===== config.mk =====
export PLATFORM = sky130hd
export DESIGN_NAME = fpu_ss_req_arbiter
export DESIGN_NICKNAME = d
export VERILOG_FILES = /design/src/rtl/fpu_ss_pkg.sv /design/src/rtl/fpu_ss_rr_arb.sv /design/src/rtl/fpu_ss_req_arbiter.sv
export SDC_FILE = /design/constraint.sdc
export NUM_CORES = 1
export LEC_CHECK = 0
export ABC_AREA = 1
export BUFFER_PORTS_ARGS = -buffer_cell sky130_fd_sc_hd__buf_2
export CORE_AREA = 2 2 247 249
export DETAILED_ROUTE_END_ITERATION = 16
export DIE_AREA = 0 0 249 251
export MAX_ROUTING_LAYER = met4
export PLACE_DENSITY_LB_ADDON = 0.05
export SLEW_MARGIN = 20
export SYNTH_ARGS = -nofsm -noshare
export SYNTH_HDL_FRONTEND = slang
export SYNTH_SLANG_ARGS = --single-unit

===== constraint.sdc =====
create_clock -name clk_i -period 2.8 [get_ports clk_i]
set_clock_uncertainty 0.05 [all_clocks]
set_input_delay 0.56 -clock clk_i [delete_from_list [all_inputs] [get_ports clk_i]]
set_output_delay 0.56 -clock clk_i [all_outputs]
set_load 0.1 [all_outputs]

===== src/rtl/fpu_ss_pkg.sv =====
// Shared types and constants for the FPU subsystem request arbiter.
package fpu_ss_pkg;

  localparam int unsigned AddrWidth = 32;
  localparam int unsigned CNT_WIDTH = 4;

  typedef struct packed {
    logic [AddrWidth-1:0] addr;
    logic [2:0][31:0]     rs;
    logic [31:0]          instr_data;
  } fpu_ss_req_t;

endpackage


===== src/rtl/fpu_ss_rr_arb.sv =====
// Combinational round-robin picker: first eligible index at or above rr_ptr, wrapping.
module fpu_ss_rr_arb #(
  parameter int unsigned NUM_REQ = 2,
  parameter int unsigned IDX_W   = (NUM_REQ > 1) ? $clog2(NUM_REQ) : 1
) (
  input  logic [NUM_REQ-1:0] elig,
  input  logic [IDX_W-1:0]   rr_ptr,
  output logic [NUM_REQ-1:0] onehot,
  output logic [IDX_W-1:0]   idx
);

  logic        found;
  int unsigned j;

  always_comb begin
    onehot = '0;
    idx    = '0;
    found  = 1'b0;
    j      = 0;
    for (int unsigned k = 0; k < NUM_REQ; k++) begin
      j = (k + 32'(rr_ptr)) % NUM_REQ;
      if (!found && elig[IDX_W'(j)]) begin
        found              = 1'b1;
        idx                = IDX_W'(j);
        onehot[IDX_W'(j)]  = 1'b1;
      end
    end
  end

endmodule


===== src/rtl/fpu_ss_req_arbiter.sv =====
// Shares one FPU subsystem between NUM_REQ harts: round-robin request arbitration
// with grant locking, hart_id response routing and per-hart in-flight throttling.
module fpu_ss_req_arbiter
  import fpu_ss_pkg::*;
#(
  parameter int unsigned NUM_REQ         = 2,
  parameter int unsigned MAX_OUTSTANDING = 4,
  parameter int unsigned ADDR_WIDTH      = AddrWidth
) (
  input  logic                                  clk_i,
  input  logic                                  rst_i,
  input  logic [NUM_REQ-1:0]                    req_valid_i,
  output logic [NUM_REQ-1:0]                    req_ready_o,
  input  logic [NUM_REQ-1:0][ADDR_WIDTH-1:0]    req_addr_i,
  input  logic [NUM_REQ-1:0][2:0][31:0]         req_rs_i,
  input  logic [NUM_REQ-1:0][31:0]              req_instr_i,
  output logic                                  c_q_valid_o,
  input  logic                                  c_q_ready_i,
  output logic [ADDR_WIDTH-1:0]                 c_q_addr_o,
  output logic [2:0][31:0]                      c_q_rs_o,
  output logic [31:0]                           c_q_instr_data_o,
  output logic [31:0]                           c_q_hart_id_o,
  input  logic                                  c_p_valid_i,
  output logic                                  c_p_ready_o,
  input  logic [31:0]                           c_p_data_i,
  input  logic [4:0]                            c_p_rd_i,
  input  logic [31:0]                           c_p_hart_id_i,
  output logic [NUM_REQ-1:0]                    rsp_valid_o,
  input  logic [NUM_REQ-1:0]                    rsp_ready_i,
  output logic [31:0]                           rsp_data_o,
  output logic [4:0]                            rsp_rd_o,
  output logic [NUM_REQ-1:0][CNT_WIDTH-1:0]     outstanding_o,
  output logic                                  err_o
);

  localparam int unsigned IDX_W = (NUM_REQ > 1) ? $clog2(NUM_REQ) : 1;
  localparam logic [CNT_WIDTH-1:0] CNT_MAX = CNT_WIDTH'(MAX_OUTSTANDING);
  localparam logic [IDX_W-1:0]     IDX_LAST = IDX_W'(NUM_REQ - 1);

  localparam logic [0:0] IDLE   = 1'b0;
  localparam logic [0:0] LOCKED = 1'b1;

  logic [0:0]                         state_q;
  logic [IDX_W-1:0]                   gnt_q;
  logic [IDX_W-1:0]                   rr_ptr_q;
  logic [NUM_REQ-1:0][CNT_WIDTH-1:0]  cnt_q;
  logic                               err_q;

  logic [NUM_REQ-1:0] elig;
  logic [NUM_REQ-1:0] arb_onehot;
  logic [IDX_W-1:0]   arb_idx;
  logic [NUM_REQ-1:0] gnt_oh;
  logic [IDX_W-1:0]   gnt;
  logic               locked;
  logic               q_valid;
  logic               q_hs;

  logic               rsp_in_range;
  logic [IDX_W-1:0]   rsp_idx;
  logic               rsp_ok;
  logic               rsp_hs;
  logic [NUM_REQ-1:0] cnt_inc;
  logic [NUM_REQ-1:0] cnt_dec;

  always_comb begin
    elig = '0;
    for (int unsigned i = 0; i < NUM_REQ; i++) begin
      elig[i] = req_valid_i[i] && (cnt_q[i] < CNT_MAX);
    end
  end

  fpu_ss_rr_arb #(
    .NUM_REQ (NUM_REQ),
    .IDX_W   (IDX_W)
  ) u_rr_arb (
    .elig   (elig),
    .rr_ptr (rr_ptr_q),
    .onehot (arb_onehot),
    .idx    (arb_idx)
  );

  // A locked grant is offered regardless of the requester's current valid.
  assign locked  = (state_q == LOCKED);
  assign q_valid = !rst_i && (locked || (|elig));
  assign gnt     = locked ? gnt_q : arb_idx;
  assign q_hs    = q_valid && c_q_ready_i;

  always_comb begin
    gnt_oh = '0;
    if (locked) gnt_oh[gnt_q] = 1'b1;
    else        gnt_oh        = arb_onehot;
  end

  assign req_ready_o      = q_hs ? gnt_oh : '0;
  assign c_q_valid_o      = q_valid;
  assign c_q_addr_o       = q_valid ? req_addr_i[gnt]  : '0;
  assign c_q_rs_o         = q_valid ? req_rs_i[gnt]    : '0;
  assign c_q_instr_data_o = q_valid ? req_instr_i[gnt] : '0;
  assign c_q_hart_id_o    = q_valid ? 32'(gnt)         : '0;

  // A response is only accepted for an existing hart that has work in flight.
  assign rsp_in_range = (c_p_hart_id_i < 32'(NUM_REQ));
  assign rsp_idx      = c_p_hart_id_i[IDX_W-1:0];
  assign rsp_ok       = rsp_in_range && (cnt_q[rsp_idx] != '0);
  assign rsp_hs       = c_p_valid_i && rsp_ok && rsp_ready_i[rsp_idx];

  always_comb begin
    rsp_valid_o = '0;
    c_p_ready_o = 1'b0;
    if (!rst_i) begin
      if (rsp_ok) begin
        rsp_valid_o[rsp_idx] = c_p_valid_i;
        c_p_ready_o          = rsp_ready_i[rsp_idx];
      end else begin
        c_p_ready_o = 1'b1;
      end
    end
  end

  assign rsp_data_o    = rst_i ? '0 : c_p_data_i;
  assign rsp_rd_o      = rst_i ? '0 : c_p_rd_i;
  assign outstanding_o = cnt_q;
  assign err_o         = err_q;

  always_ff @(posedge clk_i or posedge rst_i) begin
    if (rst_i) begin
      state_q  <= IDLE;
      gnt_q    <= '0;
      rr_ptr_q <= '0;
      err_q    <= 1'b0;
    end else begin
      if (q_hs) begin
        state_q  <= IDLE;
        rr_ptr_q <= (gnt == IDX_LAST) ? '0 : gnt + IDX_W'(1);
      end else if (q_valid && !locked) begin
        state_q <= LOCKED;
        gnt_q   <= arb_idx;
      end
      if (c_p_valid_i && !rsp_ok) err_q <= 1'b1;
    end
  end

  always_comb begin
    cnt_inc = '0;
    cnt_dec = '0;
    for (int unsigned i = 0; i < NUM_REQ; i++) begin
      cnt_inc[i] = q_hs   && (gnt == IDX_W'(i));
      cnt_dec[i] = rsp_hs && (rsp_idx == IDX_W'(i));
    end
  end

  always_ff @(posedge clk_i or posedge rst_i) begin
    if (rst_i) begin
      cnt_q <= '0;
    end else begin
      for (int unsigned i = 0; i < NUM_REQ; i++) begin
        if (cnt_inc[i] && !cnt_dec[i])      cnt_q[i] <= cnt_q[i] + CNT_WIDTH'(1);
        else if (cnt_dec[i] && !cnt_inc[i]) cnt_q[i] <= cnt_q[i] - CNT_WIDTH'(1);
      end
    end
  end

endmodule


==> impl_results.md <==
* Sequential share of power at under 10%
* Leakage at 5.56 nW
* Max-cap viol count at 0
* Post-Layout Cell Count at ~2,200
* CP arrival at 2.09 ns
* Synth area leaders: nor2_2 (22%), nor2_1 (19%), o21ai_0 (16%)
* Syn Area/Cell at 5.66 um^2
* Worst Max-Slew Pin Slew at 0.544 ns
* CP endpoint kind: output pin
* Setup WS post-layout at between 0.1 and 0.15 ns
* Iteration-0 DRC Markers at about 200
* Place WS at -0.0430 ns
* All-Layer GR Usage at a little over a tenth
* H-tree depth at 1
* Critical path class: reg2out
* CTS Root Cell: clkbuf_16
* Sw Pwr at just over 9 mW
* CTS tree: built
* Hold-fix buffers, CTS at 0
* Num CTS Buffers at 3
* Routed len/inst at about 16 um
* Most common cell after layout, fill and taps aside: buf_2
* Share of cells above drive strength 1 at approximately 75%
* RSZ-0062 raised after global routing: yes
* Switching share of total power at 66.0%
* Placed Cells at around 2,200
* DRC viols at 0
* PortBufs at 609
* Min cycle time layout at 2.70 ns
* Top cell type's share of synthesized area at between 20% and 30%
* Power Total at approximately 14 mW
* Post-synthesis register bit count at 12
* CP Buf/Inv Count at 3
* Vias in the first global route at a little over 7,000
* Comb pwr share at between 90% and 100%
* Max-slew violations at 0
* Syn Std Cell Area at 0.00445 mm^2
* DRT antenna net count at 0
* Dpl hpwl at approximately 30,000 um
* Power Density at 1120 mW/mm^2
* GP Congestion at ~0.78
* Worst hold slack at around 0.37 ns
* Critical path launch point type: flop
* Vias after detailed routing at around 7,100
* Die Height at 251 um
* Final #Nets at around 1,800
* Longest Clk Path Bufs at 2
* DRT Pass-1 Iters at 4
* Die Span X at ~250 um
* Largest net degree at the start of global routing at 68
* Clk_lat worst skew at between 0.2 and 0.25 ns
* Total Wirelength at about 36,000 um
* Vias per Instance at 3.27
* Fmax at around 0.37 GHz
* CORE AREA at between 0.05 and 0.06 mm^2
* Peak VDD IR at between 0.0003 and 0.0004 V
* Status: completed
* Slowest Stage Delay on Critical Path at 0.43 ns
* # IOs at about 640
* Int Power at approximately 4.8 mW
* Hold violation count in the final report at 0
* Worst slew margin at between 60% and 70%
* Critical path data required time at roughly 2.2 ns
* # setup viols final at 0
* Clock sinks at 12
* Syn Inst Count at 785
* HP Class: in2async
* Yosys warns at 0
* Clock network fraction of design power at 1.9%
* Worst-path cell chain: nor2_4 > nand2_2 > inv_2 > nand3_2 > nand2_8 > buf_16 > o21ai_0 > nor2_4 > buf_12
* Most frequent cells in the layout: buf_2 (444), nor2_2 (193), buf_12 (173)
* CP top delay family: simple AND/OR/NAND/NOR gates
* Initial antenna violation count at 13
* Num rows at 90
* Post-synth cell types at 30
* Sequential area share after synthesis at roughly 6.8%
* Setup tns final at 0 ns
* Die ar. at between 0.06 and 0.07 mm^2
* Starting density of the core at under 10%
* Slowest-stage cell, CP: dfrtp_2
* P&R area growth vs syn at 180%
* First-pass GRT wire length at 49,300 um
* Worst-path clk slew at roughly 0.050 ns
* Final worst path period share at a little over nine tenths
* Cell accounting for the most synthesized area: nor2_2
* Grt total ovfl at 0
* CP dominant cell by count: nor2_4
* CP Max Fanout at 62
-- final cells by class --
type                            count  area [um^2]
Tap cell                          782          978
Timing Repair Buffer              658         6270
Inverter                           61          248
Antenna cell                       10         25.0
Fill cell                        6705        47300
Multi-Input combinational cell    655         4550
Sequential cell                    12          310
Clock buffer                        3         75.1
-- routing by layer --
| layer | GRT usage, % | share of wire, % | vias up |
|---|---|---|---|
| met3 | 3.27 | 7.5 | 8 |
| met1 | 11.3 | 38 | 3219 |
| met5 | - | 0 | - |
| li1 | - | - | 3605 |
| met2 | 20.3 | 54 | 302 |
| met4 | 0.745 | 0.27 | 0 |
-- cells in the mapped netlist --
library cell	instances
buf_8	9
buf_6	1
and2_1	1
inv_2	1
clkbuf_1	10
nor2_2	158
inv_4	2
inv_1	58
nand2_4	2
dfrtp_1	12
nand3_1	6
a21oi_1	2
o21ai_1	23
nor2_1	230
conb_1	1
nand2_1	35
nand3_2	3
xnor2_1	4
ha_1	6
buf_2	16
nor2_4	3
nand4_1	3
xor2_1	3
buf_1	2
buf_4	38
buf_12	10
o21ai_0	142
clkbuf_4	1
fa_1	2
nand2_2	1
-- what timing repair did --
action / 4_1_cts / 5_1_grt
pin swaps: 0 / 2
setup buffers: 0 / 5
endpoints found under the setup margin: 2 / 133
resized for setup: 2 / 93
cloned: 0 / 6
-- sequential cells by signal, indices dropped and copies added, names as in the netlist --
register,count
outstanding_o,8
locked,1
gnt_q,1
err_o,1
rr_ptr_q,1
-- metrics by stage --
step	util, %	area (um^2)
final	20.8	12500
after global routing	20.8	12500
after CTS	20.3	12100
after detailed placement	20.2	12100
after global placement	20.2	12100
after floorplan	-	5840
-- worst paths after layout --
path / from / end / slack (ns) / depth (start not counted)
max: outstanding_o[7] / c_q_rs_o[9] / 0.10 / 9
min: rst_i / locked / 0.37 / 3
max reg2reg: outstanding_o[3] / outstanding_o[7] / 0.33 / 15
min reg2reg: err_o / err_o / 0.42 / 2
max in group asynchronous: rst_i / outstanding_o[5] / 2.11 / 3
min in group clk_i: err_o / err_o / 0.42 / 2
-- power groups by stage --
stage / logic (mW) / clock network [mW] / registers, mW
2_1_floorplan: 8.44 / 0 / 0.738
3_3_place_gp: 13.2 / 0 / 0.372
3_5_place_dp: 13.1 / 0 / 0.371
4_1_cts: 13.1 / 0.276 / 0.368
5_1_grt: 14.0 / 0.287 / 0.388
6_report: 13.4 / 0.265 / 0.368
-- worst reg2reg max path, cell delays in order (launching register included) --
cell and delay, ns:
dfrtp_2 0.44, nor2_4 0.16, nand2_1 0.08, nand3_2 0.09, nand2_4 0.09, nor2_2 0.16, inv_1 0.08, nor2_1 0.09
ha_1 0.17, inv_1 0.08, ha_1 0.32, nand2_1 0.08, nand2_1 0.06, o21ai_0 0.15, nand3_1 0.10, xor2_1 0.15
-- cell families after synthesis --
kind of cell    count (synthesis)  synth area share (%)
simple gates                  442                  47.9
compound gates                167                  18.8
buf+inv                       148                  22.5
flops                          12                  6.75
fa+ha+maj                       8                  2.59
xor+xnor                        7                  1.38
other cells                     1                0.0844
No activity file was read; power rests on OpenSTA's default activity.
